[src/rtl/weight_rom_streamer.sv]
// rtl/weight_rom_streamer.sv - weight ROM read sequencer presenting words as a valid/ready stream
module weight_rom_streamer #(
   parameter int ADDR_WIDTH = 3,
   parameter int WORD_SIZE  = 8
) (
   input  logic                  clk_i,
   input  logic                  reset_n_i,
   input  logic                  start_i,
   input  logic [ADDR_WIDTH-1:0] base_addr_i,
   input  logic [ADDR_WIDTH:0]   len_i,
   output logic [ADDR_WIDTH-1:0] rom_addr_o,
   input  logic [WORD_SIZE-1:0]  rom_data_i,
   output logic [WORD_SIZE-1:0]  data_o,
   output logic                  valid_o,
   input  logic                  ready_i,
   output logic                  last_o,
   output logic                  busy_o,
   output logic                  done_o
);

   typedef enum logic [1:0] {IDLE, FETCH, DRAIN, DONE} state_t;

   state_t                state_q, state_d;
   logic [ADDR_WIDTH:0]   remaining_q;
   logic                  inflight_q;
   logic                  inflight_last_q;
   logic [WORD_SIZE-1:0]  fifo_data_q [2];
   logic [1:0]            fifo_last_q;
   logic                  rd_ptr_q;
   logic                  wr_ptr_q;
   logic [1:0]            fifo_count_q;
   logic                  busy_q;
   logic                  done_q;

   logic                  accept;
   logic                  issue;
   logic                  last_issue;
   logic                  push;
   logic                  pop;
   logic                  head_last;
   logic [2:0]            credit;

   assign valid_o   = (fifo_count_q != 2'd0);
   assign head_last = fifo_last_q[rd_ptr_q];
   assign data_o    = fifo_data_q[rd_ptr_q];
   assign last_o    = valid_o & head_last;
   assign busy_o    = busy_q;
   assign done_o    = done_q;

   assign pop    = valid_o & ready_i;
   assign push   = inflight_q;
   // done_q blocks a new start during the done pulse cycle
   assign accept = (state_q == IDLE) && start_i && !done_q;

   // Words held or on their way into the FIFO, net of the word leaving this cycle
   assign credit     = {1'b0, fifo_count_q} + {2'b00, inflight_q} - {2'b00, pop};
   assign issue      = (state_q == FETCH) && (credit < 3'd2);
   assign last_issue = issue && (remaining_q == (ADDR_WIDTH+1)'(1));

   always_comb begin
      state_d = state_q;
      case (state_q)
         IDLE:    if (accept) state_d = (len_i == '0) ? DONE : FETCH;
         FETCH:   if (last_issue) state_d = DRAIN;
         DRAIN:   if (pop && head_last) state_d = DONE;
         DONE:    state_d = IDLE;
         default: state_d = IDLE;
      endcase
   end

   always_ff @(posedge clk_i or negedge reset_n_i) begin
      if (!reset_n_i) begin
         state_q         <= IDLE;
         rom_addr_o      <= '0;
         remaining_q     <= '0;
         inflight_q      <= 1'b0;
         inflight_last_q <= 1'b0;
         fifo_data_q[0]  <= '0;
         fifo_data_q[1]  <= '0;
         fifo_last_q     <= '0;
         rd_ptr_q        <= 1'b0;
         wr_ptr_q        <= 1'b0;
         fifo_count_q    <= '0;
         busy_q          <= 1'b0;
         done_q          <= 1'b0;
      end else begin
         state_q <= state_d;
         done_q  <= (state_q == DONE);

         if (accept) begin
            rom_addr_o  <= base_addr_i;
            remaining_q <= len_i;
            busy_q      <= 1'b1;
         end else if (state_q == DONE) begin
            busy_q <= 1'b0;
         end

         inflight_q      <= issue;
         inflight_last_q <= last_issue;
         if (issue) begin
            rom_addr_o  <= rom_addr_o + ADDR_WIDTH'(1);
            remaining_q <= remaining_q - (ADDR_WIDTH+1)'(1);
         end

         // ROM output corresponds to the address issued on the previous edge
         if (push) begin
            fifo_data_q[wr_ptr_q] <= rom_data_i;
            fifo_last_q[wr_ptr_q] <= inflight_last_q;
            wr_ptr_q              <= ~wr_ptr_q;
         end
         if (pop) rd_ptr_q <= ~rd_ptr_q;

         case ({push, pop})
            2'b10:   fifo_count_q <= fifo_count_q + 2'd1;
            2'b01:   fifo_count_q <= fifo_count_q - 2'd1;
            default: fifo_count_q <= fifo_count_q;
         endcase
      end
   end

   a_no_overflow: assert property (@(posedge clk_i) disable iff (!reset_n_i)
      !(push && !pop && fifo_count_q == 2'd2));

endmodule

[config.mk]
export PLATFORM = sky130hd
export DESIGN_NAME = weight_rom_streamer
export DESIGN_NICKNAME = d
export VERILOG_FILES = /design/src/rtl/weight_rom_streamer.sv
export SDC_FILE = /design/constraint.sdc
export NUM_CORES = 1
export LEC_CHECK = 0
export CORE_ASPECT_RATIO = 1.75
export CORE_MARGIN = 5
export CORE_UTILIZATION = 50
export DETAILED_ROUTE_END_ITERATION = 10
export HOLD_SLACK_MARGIN = 0.03
export PLACE_DENSITY_LB_ADDON = 0.15
export SYNTH_ARGS = -nofsm -noshare
export SYNTH_HDL_FRONTEND = slang
export SYNTH_SLANG_ARGS = --single-unit
[constraint.sdc]
create_clock -name clk_i -period 2.9 [get_ports clk_i]
set_clock_uncertainty 0.1 [all_clocks]
set_input_delay 0.58 -clock clk_i [delete_from_list [all_inputs] [get_ports clk_i]]
set_output_delay 0.58 -clock clk_i [all_outputs]
set_load 0.05 [all_outputs]
==> metrics.txt <==
Worst IR Drop VDD 0.7791 mV; tightest hold margin 385.5 ps; setup bufs post-CTS 0; worst skew pair latency 280 ps; Setup Crit Path Kind register to primary output; first-pass GRT wire length 5.975 mm; CTS Buf Count 5; worst endpoint required time 2220 ps; number of distinct library cells after synthesis 35; initial antenna violation count 0; Die W 54.86 um; CP bufs+invs 1; Critical-path top delay cell clkdlybuf4s50_1; crit share post-route 94.03%; number of global-route vias before repair 1346; post-synthesis cell count 141; hold buffers post-CTS 0; Synth Cell Area 0.001760 mm^2; setup TNS 0 ps; final setup fails 0; Min Clock Period, post-route 2727 ps; reg-to-reg endpoint remaining_q[3]$_DFFE_PN0P_; Avg Vias per Cell 5.339; Worst R2R Setup Slack 440 ps; input/output buffers 33; CTS sink count 35; core area 0.003398 mm^2; Hold Path Class register to register; Final ANT Viol Nets 0; layout cells sized above 1 22.70%; Worst-path clk slew 70 ps; sequential element share of the synthesized area 49.75%; Final Max Slew Viols 0; unrepaired setup endpoints after global routing false; First-pass DRT Iterations 4; htree depth 2; crit end category primary output; Worst Path Max Fanout 10; initial core utilization 51.80%; diode count 0; commonest cells after routing, fill and taps aside dfrtp_1 (35), clkdlybuf4s50_1 (33), mux2_2 (17), inv_1 (9), mux2_1 (9); Worst Setup SP rd_ptr_q$_DFFE_PN0P_; R2R cell count 9; vias after detailed routing 1228; Hold Path Stages 1; drt initial violations 10; max_slew headroom 42.76%; post-route setup slack 173.1 ps; CTS max path bufs 2; Total Nets Final 211; critical path's top delay family buffers and inverters; largest net degree at the start of global routing 36; max_cap viols 0; total track usage 17.31%; RR Startpoint fifo_count_q[1]$_DFFE_PN0P_; Routed WL per cell 15.47 um; hold wc startpoint fifo_data_q[12]$_DFFE_PN0P_; Pleak 0.0009899 uW; dpl ws -118.5 ps; YS warnings 0; number of top-level pins 34; Max Freq 0.3667 GHz; post-cts resize count 0; syn_area_per_cell 12.49 um^2; CP peak stage delay 810 ps; Final Hold Vio Count 0; CP arrival 2050 ps; detailed placer's ending HPWL 2.754 mm; commonest non-fill, non-tap cell in the layout dfrtp_1; die height 88.50 um; outcome finished, final reports clean; DRC 0; CTS tree yes; PwrDens 1284 mW/mm^2; die area 0.004854 mm^2; Synthesized Nets 168; Final Wtd Congestion 0.7423; crit start category register; final WL 3.559 mm; Overflow after GRT 0; crit path cell chain mux2i_1, nor2_1, clkdlybuf4s50_1; fillcell total 286; root buffer cell clkbuf_8; Hold EP fifo_data_q[12]$_DFFE_PN0P_; Syn-to-layout area delta 28.14%; row cnt 28; register bit count reported by yosys 35; Worst-Margin Slew 856.8 ps
## metal layers
layer	routed length, um	track usage [%]	share of wire [%]	vias to the layer above
met4	74	8.163	2.1	0
met3	127	4.216	3.6	8
li1	-	-	-	587
met5	0	0	0	-
met1	1290	17.01	36	608
met2	2067	31.90	58	25
## cell type report
cell class,instances,area (um^2),share of cell area [%]
clock buffer,7,76.32,3.383
clock inverter,1,5.005,0.2219
inverter,10,40.04,1.775
multi-input combinational,92,819.5,36.33
sequential,35,875.8,38.82
tap,45,56.30,2.496
timing repair buffer,40,382.9,16.97
## worst max path at each step
| stage | endpoint | slack [ps] | depth (start not counted) |
|---|---|---|---|
| final | last_o | 170 | 3 |
| after global routing | remaining_q[3]$_DFFE_PN0P_ | 10 | 10 |
| after CTS | last_o | 150 | 3 |
| after detailed placement | remaining_q[3]$_DFFE_PN0P_ | -120 | 10 |
| after global placement | remaining_q[3]$_DFFE_PN0P_ | -10 | 11 |
| after floorplan | remaining_q[2]$_DFFE_PN0P_ | 410 | 11 |
## synthesized netlist by cell type
library cell   n  share of area [%]
nand3_1        1               0.28
ha_1           7                5.0
nand2b_1       2               0.71
nor2_1         7                1.5
a41o_1         1               0.57
dfrtp_1       35                 50
a311oi_2       3                2.6
a21oi_1        6                1.7
nor4_1         1               0.36
mux2i_1        4                2.3
buf_2          2               0.57
xnor2_2        1               0.92
inv_4          1               0.36
fa_1           1                1.1
nand3_2        1               0.57
and3b_1        1               0.50
nand2_1        4               0.85
clkbuf_1       1               0.21
a211oi_1       3                1.3
o21ai_0        6                1.7
a22oi_1        1               0.43
a31oi_1        2               0.71
xnor2_1        2                1.0
mux2_1         9                5.8
xor2_1         1               0.50
and4_2         1               0.57
buf_6          1               0.64
nand3b_1       1               0.43
inv_1          9                1.9
nor3_2         3                1.7
a211oi_2       2                1.4
nor2b_1        1               0.36
nor3_1         2               0.57
mux2_2        17                 11
and3_1         1               0.36
## state kept, by name, indices dropped and copies added (netlist names)
name / count
fifo_count_q: 2
rd_ptr_q: 1
remaining_q: 4
rom_addr_o: 3
inflight_q: 1
inflight_last_q: 1
done_o: 1
wr_ptr_q: 1
fifo_last_q: 2
fifo_data_q: 16
busy_o: 1
state_q: 2
## per-stage QoR
stage          instances  total power, uW  instance area (um^2)  util [%]
3_3_place_gp         222             2511                  2175     63.99
3_5_place_dp         222             2592                  2175     63.99
5_1_grt              230             3089                  2256     66.38
6_report             230             2898                  2256     66.38
2_1_floorplan        141             2084                  1760         -
4_1_cts              230             2936                  2256     66.38
## logic make-up after synthesis
kind of cell,share of synthesized area [%]
mux,18.91
flops,49.75
buf+inv,3.696
simple gates,8.743
xor+xnor,2.417
fa+ha+maj,6.112
compound gates,10.38
## report_power, final
group / leakage (uW) / switching, uW / internal (uW)
sequential: 0.000420 / 190 / 721
clock: 0.0000422 / 166 / 168
combinational: 0.000527 / 943 / 710
total: 0.000990 / 1300 / 1600
Note: power is estimated with default switching activity, not from simulation.
==> RTL edit 1: new RTL, same settings <==
Re-encode `state_t` (4 states) as one-hot, 4 bits wide.
--- a/src/rtl/weight_rom_streamer.sv
+++ b/src/rtl/weight_rom_streamer.sv
@@ -18,7 +18,7 @@
    output logic                  done_o
 );
 
-   typedef enum logic [1:0] {IDLE, FETCH, DRAIN, DONE} state_t;
+   typedef enum logic [3:0] {IDLE = 4'b0001, FETCH = 4'b0010, DRAIN = 4'b0100, DONE = 4'b1000} state_t;
 
    state_t                state_q, state_d;
    logic [ADDR_WIDTH:0]   remaining_q;
Formal check against the unedited RTL: no difference found for any inputs over 10 cycles, from zero or initial values and one cycle with reset_n_i low; not proved beyond that.
==> RTL edit 1 against the unedited design <==
  * Setup slack worse by 0.0084 ns
  * Synthesized area is 3.1% higher
  * Routed wire length is 4.6% higher
  * Total power is 6.1% lower
  * Sequential share of layout area is 0.55 points higher
  * Design area is 4.4% higher
  * Final cell count is 4.8% higher
  * Sequential power is 2% higher
  * Sequential cell count is 2 higher
  * Critical endpoint is now rom_addr_o[1]
  * Clock power is 36% higher
  * Count of clock-buffer cells in the layout stayed put
  * Non-clock buffer count is 3 higher
==> RTL edit 1: results (changes against the unedited design) <==
| Metric | Value |
|---|---|
| Clk power | 453 uW (+36%) |
| Mapped Nets | 174 (+3.6%) |
| Met3 Use GR | 4.15% (-0.067 points) |
| GR Layer Usage met2 | 34.3% (+2.4 points) |
| Yosys cell types | 48 (+37%) |
| Largest net degree at the start of global routing | 38 (+5.6%) |
| Max FO, Critical Path | 5 (-5) |
| Status | complete, no violations |
| Multi-input combinational area share | 34.8% (-1.6 points) |
| Register area | 927 um^2 (+5.9%) |
| Compound-Gate Fraction of Synth Area | 10.2% (-0.17 points) |
| DRT Wirelength | 3720 um (+4.6%) |
| Sw Ratio | 40.6% (-4.2 points) |
| Ranking of synthesized cells by area | dfrtp_1 50%, mux2_2 16%, nor2_1 2.3% |
| Layout cells sized above 1 | 26.2% (+3.5 points) |
| Most common library cells after synthesis | 36 x dfrtp_1, 26 x mux2_2, 11 x nor2_1 |
| Static leakage | 1.01 nW (+2.2%) |
| DP Worst Slack | -0.144 ns (-0.0255 ns) |
| Final clock-cell share | 4.94% (+1.3 points) |
| Vias in the first global route | 1450 (+7.7%) |
| Placed cell count | 233 (+5.0%) |
| Met2 Wirelength | 2180 um (+5.2%) |
| CP max stage delay | 0.48 ns (-0.33 ns) |
| Multi-In Gates | 99 (+7.6%) |
| Tcrit/Tclk final | 94.3% (+0.29 points) |
| Synth Area in Adders | 3.17% (-2.9 points) |
| Met1 layer usage reported by global route | 15.4% (-1.6 points) |
==> RTL edit 1: cell count changes after synthesis, sizes merged, moves of 3 or more <==
cell,delta
a211oi,-3
a221o,+3
clkbuf,+3
ha,-4
mux2i,-3
nor2,+4
nor3,-3
o21ai,-3
==> RTL edit 1: worst register-to-register path: stages (launching register included) <==
cell      delay (ns)
dfrtp_1         0.50
nand2_1         0.08
nor2_1          0.15
a21oi_1         0.07
nand2b_1        0.16
fa_1            0.38
xnor2_1         0.16
nand4b_2        0.13
inv_2           0.06
buf_4           0.15
buf_4           0.13
a22oi_1         0.21
nand2_1         0.08
==> RTL edit 1: how the worst max path moves through the flow <==
stage	cells after the start	startpoint	end
after global routing	11	ready_i	remaining_q[3]
after CTS	11	ready_i	remaining_q[3]
after detailed placement	11	ready_i	remaining_q[3]
after floorplan	10	ready_i	remaining_q[3]
after global placement	11	ready_i	remaining_q[3]
final	13	ready_i	rom_addr_o[1]
==> RTL edit 2: new RTL, same settings <==
Without the edit above. The parameter `ADDR_WIDTH` goes from 3 to 4.
--- a/src/rtl/weight_rom_streamer.sv
+++ b/src/rtl/weight_rom_streamer.sv
@@ -1,6 +1,6 @@
 // rtl/weight_rom_streamer.sv - weight ROM read sequencer presenting words as a valid/ready stream
 module weight_rom_streamer #(
-   parameter int ADDR_WIDTH = 3,
+   parameter int ADDR_WIDTH = 4,
    parameter int WORD_SIZE  = 8
 ) (
    input  logic                  clk_i,
Interface: changed (resized base_addr_i, len_i and rom_addr_o); port bits go from 34 to 37. The function was not compared with the original's and may differ.
==> RTL edit 2 against the unedited design <==
  * Count of clock-buffer cells in the layout fell by 1
  * Sequential cell count rose by 2
  * Die area rose by 4.4%
  * Via count rose by 13%
  * Utilization rose by 0.70 points
  * Maximum frequency rose by 0.21%
  * Setup slack improved by 0.0057 ns
  * Routed wire length rose by 14%
  * Non-clock buffer count rose by 1
  * Design area rose by 6.8%
  * Synthesized area rose by 5.2%
  * Total power rose by 8.7%
  * Critical path type unchanged
  * Largest cell class unchanged
  * Largest power group unchanged
  * Highest routed layer unchanged
==> RTL edit 2: results (changes against the unedited design) <==
| Metric | Value |
|---|---|
| Peak supply drop | 0.745 mV (-4.3%) |
| GR Layer Usage met2 | 32.1% (+0.23 points) |
| Met1 layer usage reported by global route | 17.9% (+0.85 points) |
| Status | complete, no violations |
| Most common library cells after synthesis | 37 x dfrtp_1, 26 x mux2_2, 12 x o21ai_0 |
| Biggest regs | fifo_data_q: 16 flops, remaining_q: 5 flops, rom_addr_o: 4 flops |
| Largest net degree at the start of global routing | 38 (+5.6%) |
| DP Wirelength | 3120 um (+13%) |
| Number of nets in the layout | 234 (+11%) |
| XOR/XNOR share of the synthesized area | 2.36% (-0.052 points) |
| Total GRT Usage | 17.6% (+0.31 points) |
| Met1 WL | 1460 um (+13%) |
| Gpl congestion | 0.885 (+19%) |
| Mapped Nets | 190 (+13%) |
| Layout cells sized above 1 | 21.4% (-1.3 points) |
| Yosys cell types | 37 (+5.7%) |
| Met2 Wirelength | 2290 um (+11%) |
| Slew headroom | 40.4% (-2.3 points) |
| Max Freq | 0.367 GHz (+0.21%) |
| WL/cell | 16.1 um (+4.2%) |
| Vias per Instance | 5.52 (+3.3%) |
| Compound-Gate Fraction of Synth Area | 10.5% (+0.096 points) |
| Vias in the first global route | 1563 (+16%) |
| CP max stage delay | 0.70 ns (-0.11 ns) |
| Seq/Total Area, Yosys | 50.0% (+0.25 points) |
| Buffers on Ports | 36 (+9.1%) |
| WL met3 | 155 um (+22%) |
RTL edit 2: stage by stage:
step	cell area, um^2	cells	setup WS (ns)	utilization, %	total power, mW
after detailed placement	2290	244	-0.0523	63.7	2.71
after global placement	2290	244	0.0346	63.7	2.63
after CTS	2410	252	0.166	67.1	3.18
after floorplan	1850	161	0.446	-	2.16
after global routing	2410	252	0.0661	67.1	3.36
final	2410	252	0.179	67.1	3.15
RTL edit 2: cell families after synthesis:
kind of cell               Yosys count
buffers and inverters               16
adders and majority gates            8
DFF                                 37
xor gates and xnor gates             5
muxes                               30
AOI/OAI and AO/OA                   30
and+or+nand+nor                     35
RTL edit 2: cell type report:
| cell class | count | area share, % |
|---|---|---|
| timing repair buffer | 41 | 16.5 |
| multi-input combinational | 108 | 35.8 |
| clock inverter | 2 | 1.56 |
| tap | 46 | 2.39 |
| inverter | 12 | 1.87 |
| sequential | 37 | 38.4 |
| clock buffer | 6 | 3.43 |
RTL edit 2: timing repair:
| action | in CTS | in global routing |
|---|---|---|
| endpoints found under the setup margin | 0 | 1 |
| resized for setup | 0 | 1 |
| buffers inserted | 0 | 0 |
RTL edit 2: power breakdown:
part | total [mW] | switching, mW | internal, mW
combinational | 1.73 | 0.997 | 0.733
clock | 0.463 | 0.183 | 0.280
sequential | 0.956 | 0.200 | 0.756
RTL edit 2: worst paths after layout:
check | startpoint | end | slack (ns)
worst max-delay path | rd_ptr_q | data_o[0] | 0.18
worst min-delay path | fifo_data_q[14] | fifo_data_q[14] | 0.41
worst max register to register | fifo_count_q[1] | rom_addr_o[3] | 0.49
worst min register to register | fifo_data_q[14] | fifo_data_q[14] | 0.41
max in group asynchronous | reset_n_i | fifo_data_q[2] | 1.75
min in group asynchronous | reset_n_i | fifo_data_q[3] | 0.62
